==> src/rtl/ps2_rx_decoder.sv <==
// ps2_rx_decoder
//   Receive-only PS/2 keyboard front end. It synchronizes and deglitches the
//   raw PS/2 clock, deframes 11-bit device-to-host frames (start, 8 data bits
//   LSB first, odd parity, stop) and decodes scancode set 2 prefixes into an
//   event word for the ps2_kbd FIFO slave. It never drives the PS/2 lines.
// Ports
//   clk_i     system clock
//   rst_i     asynchronous active-high reset
//   ps2_clk_i raw PS/2 clock (asynchronous, idle high)
//   ps2_dat_i raw PS/2 data  (asynchronous, idle high)
//   ps2_key   {toggle, make, extended, code[7:0]}; bit 10 flips once per event
//   err_o     one-cycle pulse on framing, parity or timeout error
//   busy_o    high while a frame is in progress
module ps2_rx_decoder #(
  parameter int unsigned SYNC_STAGES    = 2,
  parameter int unsigned FILTER_LEN     = 8,
  parameter int unsigned TIMEOUT_CYCLES = 10000
) (
  input  logic        clk_i,
  input  logic        rst_i,
  input  logic        ps2_clk_i,
  input  logic        ps2_dat_i,
  output logic [10:0] ps2_key,
  output logic        err_o,
  output logic        busy_o
);

  localparam int unsigned FLT_W = $clog2(FILTER_LEN + 1);
  localparam int unsigned TMO_W = $clog2(TIMEOUT_CYCLES + 1);

  typedef enum logic [1:0] {
    RX_IDLE,
    RX_DATA,
    RX_PARITY,
    RX_STOP
  } rx_state_e;

  logic [SYNC_STAGES-1:0] clk_sync_q, clk_sync_d;
  logic [SYNC_STAGES-1:0] dat_sync_q, dat_sync_d;
  logic                   clk_f_q, clk_f_d;
  logic [FLT_W-1:0]       flt_cnt_q, flt_cnt_d;
  rx_state_e              state_q, state_d;
  logic [2:0]             bit_cnt_q, bit_cnt_d;
  logic [7:0]             shift_q, shift_d;
  logic                   par_q, par_d;
  logic [TMO_W-1:0]       tmo_q, tmo_d;
  logic                   ext_q, ext_d;
  logic                   brk_q, brk_d;
  logic [2:0]             skip_q, skip_d;
  logic [10:0]            key_q, key_d;
  logic                   err_q, err_d;

  logic clk_s;
  logic dat_s;
  logic sample;
  logic byte_done;

  assign clk_s = clk_sync_q[SYNC_STAGES-1];
  assign dat_s = dat_sync_q[SYNC_STAGES-1];

  // Synchronizers and PS/2 clock deglitch filter. The filtered clock only
  // follows the synced clock after it has differed for FILTER_LEN cycles;
  // the sample strobe fires on the cycle the filtered clock commits 1->0.
  always_comb begin
    clk_sync_d = {clk_sync_q[SYNC_STAGES-2:0], ps2_clk_i};
    dat_sync_d = {dat_sync_q[SYNC_STAGES-2:0], ps2_dat_i};
    clk_f_d    = clk_f_q;
    flt_cnt_d  = '0;
    sample     = 1'b0;
    if (clk_s != clk_f_q) begin
      if (flt_cnt_q == FLT_W'(FILTER_LEN - 1)) begin
        clk_f_d = clk_s;
        sample  = clk_f_q & ~clk_s;
      end else begin
        flt_cnt_d = flt_cnt_q + 1'b1;
      end
    end
  end

  // Frame FSM, inactivity timeout and scancode decode. Decode is folded into
  // the same cycle as the stop-bit sample so the event word and err_o both
  // register on the edge that closes the stop-bit cycle.
  always_comb begin
    state_d   = state_q;
    bit_cnt_d = bit_cnt_q;
    shift_d   = shift_q;
    par_d     = par_q;
    tmo_d     = tmo_q;
    ext_d     = ext_q;
    brk_d     = brk_q;
    skip_d    = skip_q;
    key_d     = key_q;
    err_d     = 1'b0;
    byte_done = 1'b0;

    if (sample) begin
      tmo_d = '0;
      unique case (state_q)
        RX_IDLE: begin
          if (!dat_s) begin
            state_d   = RX_DATA;
            bit_cnt_d = '0;
          end
        end
        RX_DATA: begin
          shift_d   = {dat_s, shift_q[7:1]};
          bit_cnt_d = bit_cnt_q + 1'b1;
          if (bit_cnt_q == 3'd7) state_d = RX_PARITY;
        end
        RX_PARITY: begin
          par_d   = dat_s;
          state_d = RX_STOP;
        end
        RX_STOP: begin
          state_d = RX_IDLE;
          if (dat_s && ((^shift_q) ^ par_q)) byte_done = 1'b1;
          else                               err_d     = 1'b1;
        end
        default: state_d = RX_IDLE;
      endcase
    end else if (state_q == RX_IDLE) begin
      tmo_d = '0;
    end else if (tmo_q == TMO_W'(TIMEOUT_CYCLES - 1)) begin
      tmo_d   = '0;
      state_d = RX_IDLE;
      err_d   = 1'b1;
    end else begin
      tmo_d = tmo_q + 1'b1;
    end

    if (err_d) begin
      ext_d  = 1'b0;
      brk_d  = 1'b0;
      skip_d = '0;
    end else if (byte_done) begin
      if (skip_q != '0) begin
        skip_d = skip_q - 1'b1;
      end else begin
        unique case (shift_q)
          8'hE1: skip_d = 3'd7;
          8'hE0: ext_d  = 1'b1;
          8'hF0: brk_d  = 1'b1;
          8'hAA, 8'hFA, 8'hEE, 8'hFE, 8'h00, 8'hFF: begin
            ext_d = 1'b0;
            brk_d = 1'b0;
          end
          default: begin
            key_d = {~key_q[10], ~brk_q, ext_q, shift_q};
            ext_d = 1'b0;
            brk_d = 1'b0;
          end
        endcase
      end
    end
  end

  always_ff @(posedge clk_i or posedge rst_i) begin
    if (rst_i) begin
      clk_sync_q <= '1;
      dat_sync_q <= '1;
      clk_f_q    <= 1'b1;
      flt_cnt_q  <= '0;
      state_q    <= RX_IDLE;
      bit_cnt_q  <= '0;
      shift_q    <= '0;
      par_q      <= 1'b0;
      tmo_q      <= '0;
      ext_q      <= 1'b0;
      brk_q      <= 1'b0;
      skip_q     <= '0;
      key_q      <= '0;
      err_q      <= 1'b0;
    end else begin
      clk_sync_q <= clk_sync_d;
      dat_sync_q <= dat_sync_d;
      clk_f_q    <= clk_f_d;
      flt_cnt_q  <= flt_cnt_d;
      state_q    <= state_d;
      bit_cnt_q  <= bit_cnt_d;
      shift_q    <= shift_d;
      par_q      <= par_d;
      tmo_q      <= tmo_d;
      ext_q      <= ext_d;
      brk_q      <= brk_d;
      skip_q     <= skip_d;
      key_q      <= key_d;
      err_q      <= err_d;
    end
  end

  assign ps2_key = key_q;
  assign err_o   = err_q;
  assign busy_o  = (state_q != RX_IDLE);

endmodule

==> config.mk <==
export PLATFORM = sky130hd
export DESIGN_NAME = ps2_rx_decoder
export DESIGN_NICKNAME = d
export VERILOG_FILES = /design/src/rtl/ps2_rx_decoder.sv
export SDC_FILE = /design/constraint.sdc
export NUM_CORES = 1
export LEC_CHECK = 0
export ABC_AREA = 0
export CAP_MARGIN = 10
export CORE_MARGIN = 4
export CORE_UTILIZATION = 45
export CTS_BUF_LIST = sky130_fd_sc_hd__clkbuf_8
export DETAILED_ROUTE_END_ITERATION = 10
export PLACE_DENSITY = 0.74
export SLEW_MARGIN = 0
export SYNTH_ARGS = -nofsm -noshare
export SYNTH_HDL_FRONTEND = slang
export SYNTH_SLANG_ARGS = --single-unit
==> constraint.sdc <==
create_clock -name clk_i -period 5.9 [get_ports clk_i]
set_input_delay 1.18 -clock clk_i [delete_from_list [all_inputs] [get_ports clk_i]]
set_output_delay 1.18 -clock clk_i [all_outputs]
set_load 0.05 [all_outputs]
==> results of run 1 <==
==> cell type report <==
type / instances / area (um2) / share of cell area, %
clock buffer: 6 / 82.58 / 2.656
sequential: 54 / 1358 / 43.66
timing repair buffer: 17 / 180.2 / 5.795
inverter: 21 / 78.83 / 2.535
tap: 75 / 93.84 / 3.018
multi-input combinational: 180 / 1308 / 42.05
clock inverter: 2 / 8.758 / 0.2817
==> worst paths after layout <==
check / endpoint / slack [ps] / cells past startpoint
min reg2reg: clk_sync_q[1] / 360 / 0
max reg2reg: ps2_key[6] / 3370 / 7
min: clk_sync_q[1] / 360 / 0
max in group asynchronous: dat_sync_q[1] / 4120 / 3
min in group asynchronous: ps2_key[6] / 1190 / 2
max: busy_o / 2760 / 4
==> cell families (layout without fill, tap and decap cells) <==
logic type                 after synthesis  count (layout)  share of synthesized area (%)
and+or+nand+nor                         92              92                          17.16
DFF                                     54              54                          48.35
AOI/OAI and AO/OA                       36              36                          7.487
buffers and inverters                   30              46                          5.080
adders and majority gates               24              24                          10.70
xor gates and xnor gates                17              17                          5.793
muxes                                   11              11                          5.437
==> synthesized netlist by cell type, types with 2 or more instances <==
library cell  instances
clkbuf_1              5
nor2_1               22
nand3_1               9
dfstp_2               5
o21ai_0              19
or4_1                 3
dfrtp_1              49
nand4_1               7
mux2_2                2
buf_6                 4
a22oi_1               2
xnor2_1               9
xor2_1                7
and2_1                2
a32oi_1               2
mux2_4                8
nor3_1                3
nor2b_1               2
a21oi_1               6
and3_1                6
inv_1                21
ha_1                 24
nand2_1              28
==> state kept, by name, indices dropped and copies added, names as in the netlist <==
| register | cells |
|---|---|
| tmo_q | 14 |
| ps2_key | 11 |
| shift_q | 8 |
| flt_cnt_q | 4 |
| bit_cnt_q | 3 |
| skip_q | 3 |
| clk_sync_q | 2 |
| dat_sync_q | 2 |
| state_q | 2 |
| brk_q | 1 |
| clk_f_q | 1 |
| err_o | 1 |
| ext_q | 1 |
| par_q | 1 |
==> worst reg2reg max path, cell delays in order (launching register included) <==
cell	delay [ps]
dfstp_2	540
inv_1	40
ha_1	340
and4bb_4	360
nand3_2	230
nor4_4	390
nand2_4	190
mux2_4	350
==> power breakdown <==
group	switching [mW]	internal, mW
combinational	0.0161	0.0134
sequential	0.00689	0.381
clock	0.116	0.0932
total	0.139	0.488
==> layer usage <==
metal  track usage (%)  part of all wire (%)
met5                 0                     0
met2             21.95                    48
met1             17.41                    48
met4             5.524                  0.89
met3             3.879                   3.8
==> cell usage in the layout (no fill, tap or decap), types with 2 or more instances in the layout <==
| cell | count |
|---|---|
| xor2_1 | 7 |
| a21oi_1 | 6 |
| nand4_1 | 7 |
| nor2_1 | 22 |
| and2_1 | 2 |
| and3_1 | 6 |
| ha_1 | 24 |
| nor2b_1 | 2 |
| clkbuf_8 | 6 |
| a32oi_1 | 2 |
| mux2_2 | 2 |
| inv_1 | 21 |
| a22oi_1 | 2 |
| mux2_4 | 8 |
| clkdlybuf4s50_1 | 16 |
| xnor2_1 | 9 |
| nand2_1 | 28 |
| nand3_1 | 9 |
| nor3_1 | 3 |
| or4_1 | 3 |
| dfrtp_1 | 49 |
| o21ai_0 | 19 |
| dfstp_2 | 5 |
==> results by stage, run 1 <==
Synthesis:
- In the synthesized netlist the dominant register cell turns out to be dfrtp_1.
- The register area share after synthesis is roughly 48%.
- The post-synthesis register bit count is 54.
- For this run, asynchronously set or reset flops after synthesis account for 100.0%.
- The area of the mapped netlist is approximately 0.0028 mm2.
- In the synthesized netlist, the number of instances is 264.
- The number of library cell types mapped by synthesis is 42.
- The per-instance average area after synthesis is approximately 11 um2.
- Ranked by total cell area, the synthesized netlist is headed by dfrtp_1, ha_1, dfstp_2.
- The number of enable flip-flop cells after synthesis is 0.
- Of all cell types, the one taking the most synthesized area is dfrtp_1.
- During synthesis, Yosys emitted a total of 0 warnings.
- The share of synthesized area in the top cell type comes to approximately 44%.
- The number of nets handed over by synthesis was between 200 and 300.

Timing:
- The final setup violation count is 0.
- Setup slack closes at 2759 ps.
- Setup repair after global routing left no endpoint under its margin.
- Measured against its own limit, the worst slew margin works out to approximately 67%.
- Across the routed clock network, the largest skew measured is approximately 3.5 ps.
- The share of the cycle needed by the critical path after routing is 53.25%.
- The hold violation count in the final report was 0.
- The smallest clock period supported by the final layout is computed as about 3100 ps.
- The final setup TNS is 0 ps.
- Derived from the worst setup path, the maximum achievable clock frequency is ~0.32 GHz.
- The final count of pins violating max slew is 0.
- Across all hold checks on the routed design, the worst slack comes to roughly 360 ps.
- At the pin with the least slew margin, the transition time is ~490 ps.

CTS:
- The number of clock buffers added by TritonCTS is 5.
- The clock passes through at most 2 buffers.
- The clock sink count is between 50 and 60.
- Clock-pin slew was measured on the worst setup and hold paths at roughly 90 ps.
- The buffer count from post-CTS setup fixing is 0.
- After clock tree synthesis, the repair step resized 0 gates.
- The clock tree from TritonCTS is built.
- The later-pin clock latency in the skew report is between 300 and 400 ps.
- The clock tree root driver cell is clkbuf_8.
- CTS built an H-tree with a depth of 2.
- Buffers inserted to repair hold after CTS numbered 0.

Run:
- Max-cap violations in this run came to 0.

Worst setup path:
- The largest fanout of any net on the critical path is 9.
- The launching point of the worst reg2reg path is clk_sync_q[1].
- The most numerous cell on the critical path is inv_1.
- The endpoint required time on the critical path is roughly 4700 ps.
- The worst path buffer plus inverter count is 3.
- The start point of the critical path is state_q[0].
- The worst setup path is launched from a flop.
- The family with the most delay on the worst path is buffers and inverters.
- The slowest stage of the critical path belongs to the cell clkdlybuf4s50_1.
- The classification of the worst setup path is reg2out.
- For the worst setup path, the data arrival time is 1960 ps.
- The stage delay of the slowest cell on the critical path is 790 ps.
- STA classifies the critical path endpoint as a primary output.
- Traced cell by cell, the critical path runs through inv_1 -> ha_1 -> inv_1 -> clkdlybuf4s50_1.

Power:
- For this design the static power due to leakage is between 1 and 1.5 nW.
- Summing internal, switching and leakage power gives between 600 and 700 uW.
- The highest ir drop seen on vdd is around 0.14 mV.
- Dividing total power by cell area gives a power density of around 200 mW/mm2.

Placement:
- The number of placed instances, taps included, is approximately 350.
- The count of port buffers added during placement is 16.
- The global placement routability congestion is 0.8156.
- The half-perimeter wire length of the detailed placement result is about 3300 um.
- At the placement stage, the worst setup path has a slack of 3104 ps.
- Once placement finished, the instance area stood at around 0.0030 mm2.

Outcome:
- The run finished with clean final reports.

Route:
- The wire length per cell after detailed routing is between 10 and 15 um.
- Summed over all layers, the routed wires come to between 4000 and 5000 um.
- The detailed router finished its first iteration with 41 violations.
- Across all layers, the routed design uses between 1500 and 2000 vias.
- Dividing the detail-routed via count by the number of cells gives between 5 and 6.
- For this run, design rule violations remaining after detail routing come to 0.
- The first-pass detailed-route iteration total is 4.
- The count of nets left with antenna violations after detail routing is 0.

Global route:
- The initial antenna violation count is 0.
- The number of global-route vias before repair is approximately 1800.
- The wire length of the first global-routing pass is 8176 um.
- The total congestion overflow after global routing is 0.
- The maximum number of pins on one net before global-route repair is 55.
- The total routing usage reported by global routing is 13.70%.

Finish:
- The final antenna diode count is 0.
- Of the cells placed in the final design, the portion with a size suffix greater than 1 is about 10%.
- The final net count is 307.
- Measured on the finished design, the core utilization comes to 51.90%.
- The final instance area is roughly 0.0031 mm2.
- From synthesis to final layout, the design area changed by 10.74%.
- The number of filler instances in the final layout is ~540.
- The final cell count without fillers is between 300 and 400.

Floorplanning:
- The top-level I/O count is 17.
- The row count is 28.
- For this configuration, the core starts out at a cell density of between 40% and 50%.
- The die covers 0.007567 mm2.
- The width of the die is approximately 87 um.
- The standard cell core area is 0.005991 mm2.
- The floorplan step set the die height to between 80 and 90 um.

Min path:
- The type of the worst min-delay path is reg2reg.
- The worst hold path begins at clk_sync_q[0].
No activity file was read; power rests on OpenSTA's default activity.
==> inputs of run 2 (changes only) <==
Clock period 5.9 ns to 3.1 ns, I/O delays scaled along.
==> run 2 against run 1 <==
Via count decreased by 1.4%; critical endpoint unchanged; first-iteration DRC count increased by 4.9%; sequential share of layout area decreased by 0.14 points; worst hold slack improved by 1.6 ps.
==> results by stage, run 2 (synthesized netlist as in run 1, its figures left out) <==
Route:
- The count of nets left with antenna violations after detail routing is 0 (unchanged).
- The first-pass detailed-route iteration total was 4 (unchanged).
- The wire length per cell after detailed routing was 12.37 um (-4.2%).
- The routed wire length is 4402 um (-3.9%).
- The number of DRC markers after the initial detailed-route iteration is 43 (+4.9%).
- The DRC violation count after routing is 0 (unchanged).
- The via-per-instance ratio is 5.101 (-1.7%).
- The vias after detailed routing was 1816 (-1.4%).

Power:
- The highest ir drop seen on vdd is 0.2355 mV (+66%).
- The proportion of power drawn by combinational gates came to 4.4% (-0.3 points).
- The proportion of total power due to net switching is 20.85% (-1.3 points).
- The power density over the cells was 399.0 mW/mm2 (+98%).
- The design internal power is 985.2 uW (+100%).
- The leakage power was 1.444 nW (+0.60%).
- The sequential fraction of design power is 59.4% (-2.5 points).
- The fraction of power consumed by the clock network is 36.2% (+2.8 points).
- The net load switching power came to 259.5 uW (+87%).

Timing:
- The final setup violation count was 0 (unchanged).
- Setup repair after global routing left no endpoint under its margin.
- The hold violation count in the final report is 0 (unchanged).
- The final count of pins violating max slew was 0 (unchanged).
- The measured slew at the worst slew-check pin is 502.5 ps (+9.284 ps).
- The share of the cycle needed by the critical path after routing is a little under nine tenths.
- The final hold slack is 361.2 ps (+1.573 ps).
- The clock period minus final worst setup slack is around 2600 ps.
- Based on the critical path, the design can be clocked at up to between 0.3 and 0.4 GHz.
- The worst setup margin is 463.2 ps (-2295 ps).
- The final setup TNS is 0 ps (unchanged).
- The worst relative slew slack is 66.39% (-0.62 points).
- The clock skew after layout is 6.594 ps (+3.118 ps).

Min path:
- The tightest min-delay check is of the reg2reg type.
- The hold-critical path depth is 0 (unchanged).

Worst setup path:
- The worst path buffer plus inverter count is 3 (unchanged).
- The worst setup path is launched from a flop.
- The length in cells of the worst reg-to-reg path is 7 (unchanged).
- The classification of the worst setup path is reg2out.
- The worst flop-to-flop path endpoint is ps2_key[4].
- The arrival time at the worst endpoint is 2020 ps (+60 ps).
- The termination of the worst setup path is busy_o.
- The category of the worst setup path capture point is a primary output.
- The launching point of the worst reg2reg path is clk_sync_q[1].
- The highest-delay cell along the critical path is clkdlybuf4s50_1.
- The cell depth of the worst setup path is 4 (unchanged).
- Counting stages on the worst path, the most repeated cell is inv_1.
- The largest fanout of any net on the critical path is 9 (unchanged).
- The signal on the critical path passes through inv_1 -> ha_1 -> inv_1 -> clkdlybuf4s50_1.
- The endpoint required time on the critical path is 2480 ps (-2240 ps).
- The minimum setup slack among reg-to-reg paths is 610 ps (-2760 ps).
- Grouping stages by cell kind, the critical path spends the most delay in buffers and inverters.
- The stage delay of the slowest cell on the critical path came to 800 ps (about the same).
- The most critical setup path has its startpoint at state_q[0].

Floorplanning:
- The top-level I/O count is 17 (unchanged).
- The width of the die is 86.99 um (unchanged).
- The standard cell core area is 0.005991 mm2 (unchanged).
- The initial core utilization is 46.87% (unchanged).
- The overall die height came to 86.99 um (unchanged).
- The die outline area was 0.007567 mm2 (unchanged).
- The row count is 28 (unchanged).

CTS:
- CTS placed an instance of clkbuf_8 at the clock tree root.
- The clock tree from TritonCTS is built.
- The total of cells resized after clock tree synthesis is 0 (unchanged).
- The CTS buffer count is 5 (unchanged).
- The later-pin clock latency in the skew report is 310 ps (about the same).
- The clock sink count is 54 (unchanged).
- The H-tree depth is 2 (unchanged).
- The buffer count from post-CTS setup fixing is 0 (unchanged).
- The quantity of hold-fixing buffers added after cts is 0 (unchanged).
- The number of buffers on the longest clock path is 2 (unchanged).
- The clock-pin slew on the worst setup and hold paths came to 90 ps (about the same).

Placement:
- The half-perimeter wire length of the detailed placement result is 3274 um (-0.53%).
- The pre-CTS setup slack was 597.1 ps (-2507 ps).
- The global placement routability congestion was 0.8318 (+2.0%).
- The count of port buffers added during placement is 16 (unchanged).
- The total cell area at the placement stage is 0.003013 mm2 (+0.50%).

Global route:
- The total congestion overflow after global routing is 0 (unchanged).
- The number of global-route vias before repair was 1780 (-3.4%).
- The total routing usage reported by global routing is 13.28% (-0.41 points).
- The maximum number of pins on one net before global-route repair is 25 (-55%).
- The initial antenna violation count is 0 (unchanged).
- The wire length of the first global-routing pass is 7928 um (-3.0%).

Finish:
- The ratio of cells with drive above 1 in the final layout is 10.32% (-0.037 points).
- The final net count was 308 (+0.33%).
- The final antenna diode count is 0 (unchanged).
- The area occupied by multi-input gates was 0.001308 mm2 (unchanged).
- The top cell types in the final layout, fill and taps aside, are dfrtp_1, nand2_1, ha_1.
- The register area was 0.001358 mm2 (unchanged).
- Relative to the synthesized area, the layout overhead comes to 11.10%.
- The flip-flop count of the largest register, all copies and words added is 14 (unchanged).
- The final instance area is 0.003119 mm2 (+0.32%).
- The register with the most flip-flops is tmo_q.
- The number of filler instances in the final layout is 549 (+2.2%).
- The utilization of the core after routing is 52.07% (+0.17 points).
- The commonest non-fill, non-tap cell in the layout is dfrtp_1.

Outcome:
- The flow ran to the end, and the final reports show no timing, DRC or antenna violations.

Run:
- The number of max-capacitance violations reported is 0 (unchanged).
## run 2: cell types whose count changed in the layout (fill, tap and decap cells not counted), sizes merged
| cell | delta |
|---|---|
| buf | +1 |
| bufinv | +1 |
| clkbuf | -1 |
| clkinv | -1 |
| inv | +1 |
## run 2: power by group through the flow
| stage | Combinational, mW | Clock, mW | Sequential [mW] |
|---|---|---|---|
| floorplan | 0.0414 | 0 | 0.749 |
| finish | 0.0554 | 0.450 | 0.739 |
| CTS | 0.0575 | 0.472 | 0.739 |
| global route | 0.0641 | 0.504 | 0.741 |
| detailed placement | 0.0581 | 0 | 0.752 |
| global placement | 0.0551 | 0 | 0.751 |
## run 2: final cells by class
class / instances / share of cell area, %
Inverter: 21 / 2.527
Clock buffer: 5 / 2.206
Tap cell: 75 / 3.008
Clock inverter: 3 / 1.203
Sequential cell: 54 / 43.52
Multi-Input combinational cell: 180 / 41.92
Timing Repair Buffer: 18 / 5.616
## run 2: worst min-delay path by stage
stage / from / end / slack, ps
after floorplan: clk_sync_q[0] / clk_sync_q[1] / 350
after global placement: dat_sync_q[0] / dat_sync_q[1] / 350
after detailed placement: clk_sync_q[0] / clk_sync_q[1] / 350
after CTS: clk_sync_q[0] / clk_sync_q[1] / 360
after global routing: dat_sync_q[0] / dat_sync_q[1] / 370
final: clk_sync_q[0] / clk_sync_q[1] / 360
## run 2: metrics by stage
stage | instances | power [mW]
global route | 356 | 1.309
finish | 356 | 1.245
detailed placement | 348 | 0.8098
global placement | 348 | 0.8066
CTS | 356 | 1.268
floorplan | 264 | 0.7900
## run 2: layer usage
layer  GRT usage [%]  vias up  wire length (um)
met5               0        -                 0
met4           6.374        0                90
met3           3.122        7               119
met2           21.26       19              2014
met1           16.87      866              2177
li1                -      924                 -
